<file path="src/rtl/mem_ctrl.sv">
// mem_ctrl: main-memory controller for the MESI bus system.
// Bus requests enter an in-order queue and are serviced one at a time from IDLE.
// WB writes the line, UPGR is dropped, and RD/RDX read the line, wait RD_LAT cycles,
// then return it over a valid/ready response channel.
// Ports:
//   clk, rst                      clock, synchronous active-high reset
//   req_valid/ready/op/addr/src/data  request channel (op: 0=RD 1=RDX 2=WB 3=UPGR)
//   rsp_valid/ready/addr/data/dest    read-response channel toward the crossbar
//   q_count                       request-queue occupancy
//   busy                          FSM active or queue non-empty
module mem_ctrl #(
    parameter int unsigned NUM_SRC = 4,
    parameter int unsigned ADDR_W  = 4,
    parameter int unsigned LINE_W  = 32,
    parameter int unsigned RD_LAT  = 2,
    parameter int unsigned Q_DEPTH = 4,
    localparam int unsigned SRC_W  = $clog2(NUM_SRC),
    localparam int unsigned CNT_W  = $clog2(Q_DEPTH + 1)
) (
    input  logic              clk,
    input  logic              rst,
    input  logic              req_valid,
    output logic              req_ready,
    input  logic [1:0]        req_op,
    input  logic [ADDR_W-1:0] req_addr,
    input  logic [SRC_W-1:0]  req_src,
    input  logic [LINE_W-1:0] req_data,
    output logic              rsp_valid,
    input  logic              rsp_ready,
    output logic [ADDR_W-1:0] rsp_addr,
    output logic [LINE_W-1:0] rsp_data,
    output logic [SRC_W-1:0]  rsp_dest,
    output logic [CNT_W-1:0]  q_count,
    output logic              busy
);

    localparam int unsigned MEM_LINES = 2 ** ADDR_W;
    localparam int unsigned PTR_W     = $clog2(Q_DEPTH);
    localparam int unsigned LAT_W     = (RD_LAT < 1) ? 1 : $clog2(RD_LAT + 1);
    localparam int unsigned ENT_W     = 2 + ADDR_W + SRC_W + LINE_W;

    localparam logic [1:0] OP_RD   = 2'd0;
    localparam logic [1:0] OP_RDX  = 2'd1;
    localparam logic [1:0] OP_WB   = 2'd2;

    typedef enum logic [1:0] {
        IDLE = 2'd0,
        WAIT = 2'd1,
        RESP = 2'd2
    } state_t;

    state_t             state;
    logic [LINE_W-1:0]  mem   [MEM_LINES];
    logic [ENT_W-1:0]   q_mem [Q_DEPTH];
    logic [PTR_W-1:0]   head;
    logic [PTR_W-1:0]   tail;
    logic [LAT_W-1:0]   cnt;

    logic               push;
    logic               pop;
    logic [ENT_W-1:0]   head_ent;
    logic [1:0]         head_op;
    logic [ADDR_W-1:0]  head_addr;
    logic [SRC_W-1:0]   head_src;
    logic [LINE_W-1:0]  head_data;

    // Circular pointer advance that also handles non-power-of-two depths
    function automatic logic [PTR_W-1:0] ptr_inc(input logic [PTR_W-1:0] p);
        return (p == PTR_W'(Q_DEPTH - 1)) ? '0 : p + PTR_W'(1);
    endfunction

    // Ready depends only on the registered count, so a same-edge pop never un-blocks a full queue
    assign req_ready = (q_count < CNT_W'(Q_DEPTH));
    assign busy      = (state != IDLE) || (q_count != '0);

    assign push = req_valid && req_ready;
    assign pop  = (state == IDLE) && (q_count != '0);

    // Head-entry field split
    assign head_ent  = q_mem[head];
    assign head_op   = head_ent[ENT_W-1 -: 2];
    assign head_addr = head_ent[ADDR_W+SRC_W+LINE_W-1 -: ADDR_W];
    assign head_src  = head_ent[SRC_W+LINE_W-1 -: SRC_W];
    assign head_data = head_ent[LINE_W-1:0];

    // Queue, memory array and service FSM
    always_ff @(posedge clk) begin
        if (rst) begin
            for (int i = 0; i < MEM_LINES; i++) begin
                mem[i] <= LINE_W'(i);
            end
            head      <= '0;
            tail      <= '0;
            q_count   <= '0;
            state     <= IDLE;
            cnt       <= '0;
            rsp_valid <= 1'b0;
            rsp_addr  <= '0;
            rsp_data  <= '0;
            rsp_dest  <= '0;
        end else begin
            if (push) begin
                q_mem[tail] <= {req_op, req_addr, req_src, req_data};
                tail        <= ptr_inc(tail);
            end
            if (pop) begin
                head <= ptr_inc(head);
            end
            if (push && !pop) begin
                q_count <= q_count + CNT_W'(1);
            end else if (!push && pop) begin
                q_count <= q_count - CNT_W'(1);
            end

            unique case (state)
                IDLE: begin
                    if (pop) begin
                        case (head_op)
                            OP_WB: mem[head_addr] <= head_data;
                            OP_RD, OP_RDX: begin
                                // Data is frozen at pop; later WBs wait until we are back in IDLE
                                rsp_addr <= head_addr;
                                rsp_dest <= head_src;
                                rsp_data <= mem[head_addr];
                                if (RD_LAT == 0) begin
                                    state     <= RESP;
                                    rsp_valid <= 1'b1;
                                end else begin
                                    state <= WAIT;
                                    cnt   <= LAT_W'(RD_LAT);
                                end
                            end
                            default: ; // UPGR needs no memory action
                        endcase
                    end
                end
                WAIT: begin
                    if (cnt == LAT_W'(1)) begin
                        state     <= RESP;
                        rsp_valid <= 1'b1;
                    end else begin
                        cnt <= cnt - LAT_W'(1);
                    end
                end
                RESP: begin
                    if (rsp_ready) begin
                        rsp_valid <= 1'b0;
                        state     <= IDLE;
                    end
                end
                default: state <= IDLE;
            endcase
        end
    end

endmodule

</file>
<file path="config.mk">
export PLATFORM = sky130hd
export DESIGN_NAME = mem_ctrl
export DESIGN_NICKNAME = d
export VERILOG_FILES = /design/src/rtl/mem_ctrl.sv
export SDC_FILE = /design/constraint.sdc
export NUM_CORES = 1
export LEC_CHECK = 0
export BUFFER_PORTS_ARGS = -buffer_cell sky130_fd_sc_hd__buf_2
export CAP_MARGIN = 20
export CORE_ASPECT_RATIO = 0.75
export CORE_UTILIZATION = 40
export CTS_CLUSTER_DIAMETER = 30
export CTS_CLUSTER_SIZE = 28
export DETAILED_ROUTE_END_ITERATION = 16
export GPL_ROUTABILITY_DRIVEN = 0
export GPL_TIMING_DRIVEN = 1
export SLEW_MARGIN = 20
export SYNTH_ARGS = -nofsm -noshare
export SYNTH_HDL_FRONTEND = slang
export SYNTH_SLANG_ARGS = --single-unit
export TNS_END_PERCENT = 1
</file>
<file path="constraint.sdc">
create_clock -name clk -period 9.4 [get_ports clk]
set_input_delay 0.47 -clock clk [delete_from_list [all_inputs] [get_ports clk]]
set_output_delay 0.47 -clock clk [all_outputs]
set_load 0.01 [all_outputs]
</file>
==> results.py, run 1 <==
metrics = {
    "grt": {
        "grt_max_degree": 118,
        "grt_usage": 0.2250,
        "antenna_found_initial": 1,
        "grt_pass1_wl_um": 123000,
        "grt_overflow": 0,
        "grt_pass1_vias": 17830,
    },
    "drt": {
        "ant_nets": 0,
        "first_iter_violations": 2708,
        "vias_per_cell": 5.512,
        "vias": 18970,
        "avgRoutedWirePerCell_um": 25.18,
        "drt_first_pass_iters": 6,
        "drt_wl_total_um": 86640,
        "route.detailed.drc": 0,
    },
    "cells_and_area": {
        "area_growth_pct": 21.30,
        "drive_gt1_frac": 0.1843,
        "layout.nets": 2409,
        "n_fill_cell": 6372,
    },
    "sta": {
        "final_hold_viol_count": 0,
        "finalClockSkew_ns": 0.03584,
        "fin_setup_tns_ns": 0,
        "timing.slew.headroom": 0.2822,
        "slew_viol_final": 0,
        "clock.fmax_mhz": 228.3,
        "rsz0062_at_grt": "no",
        "finalCritPeriodShare": 0.4660,
        "tightest_slew_ns": 1.077,
        "setup_viol": 0,
        "finalCriticalPeriod_ns": 4.380,
    },
    "synth": {
        "ys_ff_latch": 724,
        "syn_area_per_cell_sq_um": 13.69,
        "syn_inst": 2216,
        "synth_area_sq_mm": 0.03033,
        "syn-num-nets": 2268,
        "yosysUniqueCellTypes": 33,
        "ys_warn_count": 0,
        "ys_seq_area_frac": 0.6997,
    },
    "critical_path": {
        "path_class": "flip-flop to flip-flop",
        "critPathRequiredTime_ns": 9.70,
        "crit_chain": "mux4_4 -> or3b_1 -> nor4_2 -> buf_4 -> nand2_1 -> nand2b_2",
        "crit_arrival_ns": 4.68,
        "end_kind": "flip-flop",
        "max_stage_delay_ns": 0.91,
        "cp_slowest_cell": "nand2b_2",
        "critical_path_buf_inv_count": 1,
        "path_delay_family": "simple AND/OR/NAND/NOR gates",
        "crit_fanout": 41,
        "crit_path_start_kind": "flip-flop",
    },
    "cts": {
        "cts-root-buf": "clkbuf_16",
        "clk_pin_slew_ns": 0.05,
        "cts_buffer_depth": 3,
        "cts_made_buffers": 130,
        "tritoncts": "yes",
        "worst_skew_pair.late_latency_ns": 0.69,
        "htreeDepth": 4,
        "clkSinkCount": 724,
    },
    "floorplanning": {
        "dieArea_sq_mm": 0.07694,
        "start_util": 0.4038,
        "die_w_um": 320.0,
        "fp.coreArea_sq_mm": 0.07511,
        "io_pins": 88,
        "rows": 87,
        "chipHeight_um": 240.5,
    },
    "placement": {
        "dpl.hpwl_um": 52080,
        "portBuffers": 87,
    },
    "power_and_ir_drop": {
        "vdd_drop_max_mv": 0.2167,
        "leakagePower_uw": 0.01388,
        "internal_power_uw": 7829,
        "p_comb_frac": 0.266,
        "seqPwrFrac": 0.337,
        "powerDensity_mw_per_mm2": 320.1,
        "clkPwrFrac": 0.398,
        "power_uw": 11780,
        "switching_power_uw": 3947,
        "p_sw_frac": 0.3352,
    },
    "flow_run": {
        "maxCapViolCount": 0,
    },
    "status": {
        "status": "complete, no violations",
    },
    "hold_path": {
        "hold_class": "input port to flip-flop",
    },
}
[worst reg2reg max path: stages, from the launching register on]
cell and delay, ns:
dfxtp_4 0.57, mux4_4 0.89, or3b_1 0.58, nor4_2 0.16, buf_4 0.26, nand2_1 0.63
nand2b_2 0.91
[Yosys cell counts, drive strengths merged]
library cell	count	area share
a21oi	39	0.0064
and2	6	0.0012
buf	62	0.0099
clkbuf	113	0.014
dfxtp	52	0.034
edfxtp	672	0.67
fa	1	0.00066
ha	7	0.0029
inv	6	0.00074
mux2	33	0.012
mux2i	396	0.13
mux4	7	0.0052
nand2	123	0.015
nand2b	18	0.0037
nand3	28	0.0046
nand3b	1	0.00025
nor2	505	0.063
nor2b	2	0.00041
nor3	5	0.00082
nor3b	1	0.00025
nor4	37	0.0085
o21ai	33	0.0054
o22ai	64	0.013
or3	1	0.00021
or3b	2	0.00058
xor2	2	0.00058
[registers in the layout, indices dropped and copies added, names as in the netlist, named ones only]
| register | count |
|---|---|
| cnt | 2 |
| head | 2 |
| mem | 512 |
| q_count | 3 |
| q_mem | 160 |
| rsp_addr | 4 |
| rsp_data | 32 |
| rsp_dest | 2 |
| rsp_valid | 1 |
| state | 2 |
| tail | 2 |
[power groups by stage]
stage                     logic [uW]  registers, uW  clock network, uW
after floorplan                 1740           3950                  0
after global placement          3000           4010                  0
after detailed placement        3020           4020                  0
after CTS                       3050           3960               4730
after global routing            3220           3980               4880
final                           3130           3960               4680
[placed cells by master (no fill, tap or decap), types with 3 or more instances in the layout]
cell type / n
edfxtp_1: 672
nor2_1: 505
mux2i_1: 395
clkbuf_16: 138
nand2_1: 123
buf_2: 87
o22ai_1: 64
buf_4: 59
dfxtp_1: 50
a21oi_1: 39
dlygate4sd3_1: 37
mux2_2: 32
nor4_1: 32
nand3_1: 28
o21ai_2: 22
clkinv_2: 22
clkbuf_1: 17
nand2b_2: 16
bufinv_16: 15
clkinvlp_4: 12
clkinv_1: 11
o21ai_4: 10
clkinv_4: 8
ha_1: 7
inv_1: 6
mux4_2: 6
inv_6: 6
nor3_1: 5
diode_2: 4
and2_2: 4
nor4_2: 3
[final timing paths]
| kind | startpoint | to | slack [ns] | cells after the start |
|---|---|---|---|---|
| setup / recovery | flip-flop | mem[13][26] | 5.02 | 6 |
| hold / removal | req_addr[2] | q_mem[1][36] | 0.05 | 1 |
| setup reg to reg | flip-flop | mem[13][26] | 5.02 | 6 |
| hold reg to reg | rsp_addr[1] | rsp_addr[1] | 0.50 | 2 |
[timing repair]
action                     CTS  global route
hold buffers                37             0
resized for setup            0             0
hold endpoints to repair   144             0
setup buffers                0             0
setup endpoints to repair    0             0
[cell type report]
class                           count  area [sq um]  area share
Clock buffer                      157          3545     0.09636
Antenna cell                        4         10.01   0.0002721
Clock inverter                     76         837.1     0.02275
Sequential cell                   724         21230      0.5770
Inverter                            6         22.52   0.0006122
Timing Repair Buffer              184          1269     0.03449
Tap cell                          979          1225     0.03330
Multi-Input combinational cell   1311          8653      0.2352
[through the flow]
stage               utilization  worst slack (ns)  instances  hold WS [ns]  cell area [sq um]
floorplan                     -             6.073       2216        0.4839              30330
global placement         0.4263             5.046       3167        0.4886              32020
detailed placement       0.4263             5.040       3167        0.4887              32020
CTS                      0.4895             5.030       3437      0.005408              36770
global route             0.4896             4.711       3437       0.02021              36780
finish                   0.4898             5.020       3441       0.04512              36790
[cell families (layout without fill, tap and decap cells)]
group / Yosys count / in the layout / synth area share
AND/OR/NAND/NOR: 729 / 729 / 0.09835
flip-flops: 724 / 724 / 0.6997
multiplexers: 436 / 436 / 0.1481
buffers and inverters: 181 / 423 / 0.02459
AO/OA/AOI/OAI: 136 / 136 / 0.02508
adder cells (fa/ha/maj): 8 / 8 / 0.003548
XOR/XNOR: 2 / 2 / 0.0005777
other: 0 / 4 / 0
[routing by layer]
layer | vias to the layer above | GRT usage | share of wire
li1 | 8387 | - | -
met1 | 9462 | 0.3590 | 0.47
met2 | 982 | 0.2899 | 0.39
met3 | 137 | 0.05871 | 0.12
met4 | 0 | 0.07148 | 0.029
met5 | - | 0 | 0
No activity file was read; power rests on OpenSTA's default activity.
==> run 2: changes to the inputs <==
Settings changed: ABC_AREA set to 1.
Clock period 9.4 ns to 3.9 ns, I/O delays scaled along.
==> run 2 against run 1 <==
Sequential power rose by 140%; clock skew shrank 0.012 ns; critical endpoint is now rsp_data[28]; wire length grew 9.2%; critical path type unchanged; cell count increased by 31%; worst setup slack lost 4.4 ns; synthesized cell count increased by 47%; largest power group unchanged; die area is 4.7% higher; count of clock-buffer cells in the layout grew 7.
==> results.py, run 2 <==
metrics = {
    "status": {
        "status": "complete, no violations",
    },
    "synth": {
        "synth-edff-count": 672,
        "synth_flop_cell": "edfxtp_1",
        "yosysTopAreaCell": "edfxtp_1",
        "ys_async_sr_fraction": 0,
        "syn-num-nets": 3315,
        "syn_inst": 3263,
        "ys_warn_count": 0,
        "ys_ff_latch": 724,
        "syn_area_per_cell_sq_um": 9.734,
        "yosysMostFrequentCell": "nand2_1",
        "synth_area_sq_mm": 0.03176,
        "yosysUniqueCellTypes": 33,
        "synth.area.top_cells": "edfxtp_1 (64%), nand2_1 (15%), nor2_1 (6.7%)",
        "synth.top_cell.area_share": 0.6353,
        "synth_common_cells": "nand2_1 (1,277), edfxtp_1 (672), nor2_1 (570)",
        "ys_seq_area_frac": 0.6681,
    },
    "sta": {
        "setup_viol": 0,
        "clock.fmax_mhz": 305.9,
        "finalCriticalPeriod_ns": 3.269,
        "finalCritPeriodShare": 0.8382,
        "slew_viol_final": 0,
        "timing.slew.headroom": 0.3002,
        "final_hold_viol_count": 0,
        "finalClockSkew_ns": 0.02417,
        "tightest_slew_ns": 1.050,
        "fin_setup_tns_ns": 0,
        "rsz0062_at_grt": "no",
    },
    "drt": {
        "drt_first_pass_iters": 5,
        "ant_nets": 0,
        "first_iter_violations": 2575,
        "drt_wl_total_um": 94650,
        "avgRoutedWirePerCell_um": 20.92,
        "vias_per_cell": 5.289,
        "vias": 23930,
        "route.detailed.drc": 0,
    },
    "floorplanning": {
        "rows": 89,
        "chipHeight_um": 246.0,
        "start_util": 0.4040,
        "io_pins": 88,
        "die_w_um": 327.4,
        "dieArea_sq_mm": 0.08055,
        "fp.coreArea_sq_mm": 0.07862,
    },
    "grt": {
        "grt_usage": 0.2366,
        "grt_pass1_vias": 22870,
        "grt_overflow": 0,
        "grt_max_degree": 193,
        "grt_pass1_wl_um": 143100,
        "antenna_found_initial": 2,
    },
    "cts": {
        "worst_skew_pair.late_latency_ns": 0.71,
        "cts-root-buf": "clkbuf_16",
        "htreeDepth": 4,
        "cts_buffer_depth": 3,
        "cts_post_setup_buffers_inserted": 0,
        "cts_resized": 0,
        "clk_pin_slew_ns": 0.05,
        "tritoncts": "yes",
        "hold_buffers": 44,
        "cts_made_buffers": 131,
        "clkSinkCount": 724,
    },
    "cells_and_area": {
        "top_register": "mem",
        "layout.nets": 3419,
        "diodes": 0,
        "drive_gt1_frac": 0.1225,
        "layout.cells.most_common": "nand2_1",
        "area_growth_pct": 20.95,
        "reg.largest.list": "mem: 512 flops, q_mem: 160 flops, rsp_data: 32 flops",
        "largest_reg_flops": 512,
        "mostFrequentLayoutCells": "nand2_1 (1,260), edfxtp_1 (672), nor2_1 (565), nand3_1 (263), clkbuf_16 (138)",
        "n_fill_cell": 7178,
        "final_area_sq_mm": 0.03842,
    },
    "placement": {
        "dpl.hpwl_um": 52120,
        "portBuffers": 87,
        "placed_cell_area_sq_mm": 0.03339,
    },
    "power_and_ir_drop": {
        "vdd_drop_max_mv": 0.6139,
        "powerDensity_mw_per_mm2": 781.9,
        "leakagePower_uw": 0.01607,
    },
    "hold_path": {
        "hold_class": "input port to flip-flop",
        "hold_start": "req_data[17]",
    },
    "critical_path": {
        "crit_arrival_ns": 3.91,
        "path_class": "flip-flop to flip-flop",
        "crit_fanout": 64,
        "end_kind": "flip-flop",
        "critPathRequiredTime_ns": 4.54,
        "crit_path_start_kind": "flip-flop",
    },
    "flow_run": {
        "maxCapViolCount": 0,
    },
}
-- run 2: logic make-up (layout without fill, tap and decap cells) --
logic type	after synthesis	after routing	synth area share
compound gates	136	136	0.02738
xor+xnor	1	1	0.0002758
fa+ha+maj	8	8	0.003388
buf+inv	270	485	0.03703
flops	724	724	0.6681
simple gates	2124	2124	0.2638
-- run 2: worst paths after layout --
path                                endpoint  depth (start not counted)  slack, ns
worst max-delay path            rsp_data[28]                         14       0.63
worst min-delay path            q_mem[0][17]                          2       0.24
worst max register to register  rsp_data[28]                         14       0.63
worst min register to register        cnt[1]                          2       0.50
-- run 2: metrics by stage --
stage,cells,worst slack (ns),power (uW),util,hold slack [ns]
floorplan,3263,1.000,15050,-,0.2641
global placement,4236,0.7615,18250,0.4247,0.4098
detailed placement,4236,0.7254,18270,0.4247,0.4132
CTS,4524,0.7019,30110,0.4887,0.1896
global route,4524,0.4105,31350,0.4887,0.2277
finish,4524,0.6312,30040,0.4887,0.2404
-- run 2: where the power goes --
part           switching, uW  leakage [uW]  internal (uW)
combinational           6750       0.00679           2110
sequential               301       0.00706           9130
clock                   3940       0.00222           7810
-- run 2: per-layer routing --
metal | wire length [um] | global-route usage | share of wire
met5 | 8 | 0 | 0.000085
met4 | 2460 | 0.08535 | 0.026
met3 | 8979 | 0.04783 | 0.095
met2 | 41250 | 0.3552 | 0.44
met1 | 41950 | 0.3386 | 0.44
-- run 2: worst max-delay path, cell delays in order (launching register included) --
cell and delay [ns]:
dfxtp_2 0.44, buf_4 0.51, nand2_1 0.18, nand3_4 0.17
nand2_8 0.18, inv_2 0.16, buf_4 0.73, nand2_1 0.14
nand2_1 0.10, nand2_1 0.05, nand2_1 0.09, nand2_1 0.06
nand2_1 0.17, nor2_1 0.07, nor2_1 0.09
-- run 2: layout make-up --
| class | count | area, sq um | area share |
|---|---|---|---|
| flip-flops and latches | 724 | 21220 | 0.5524 |
| multi-input cells | 2269 | 9505 | 0.2474 |
| clock buffers | 164 | 3591 | 0.09347 |
| repair buffers | 215 | 1694 | 0.04410 |
| well taps | 1046 | 1309 | 0.03407 |
| clock inverters | 80 | 993.5 | 0.02586 |
| inverters | 26 | 102.6 | 0.002671 |
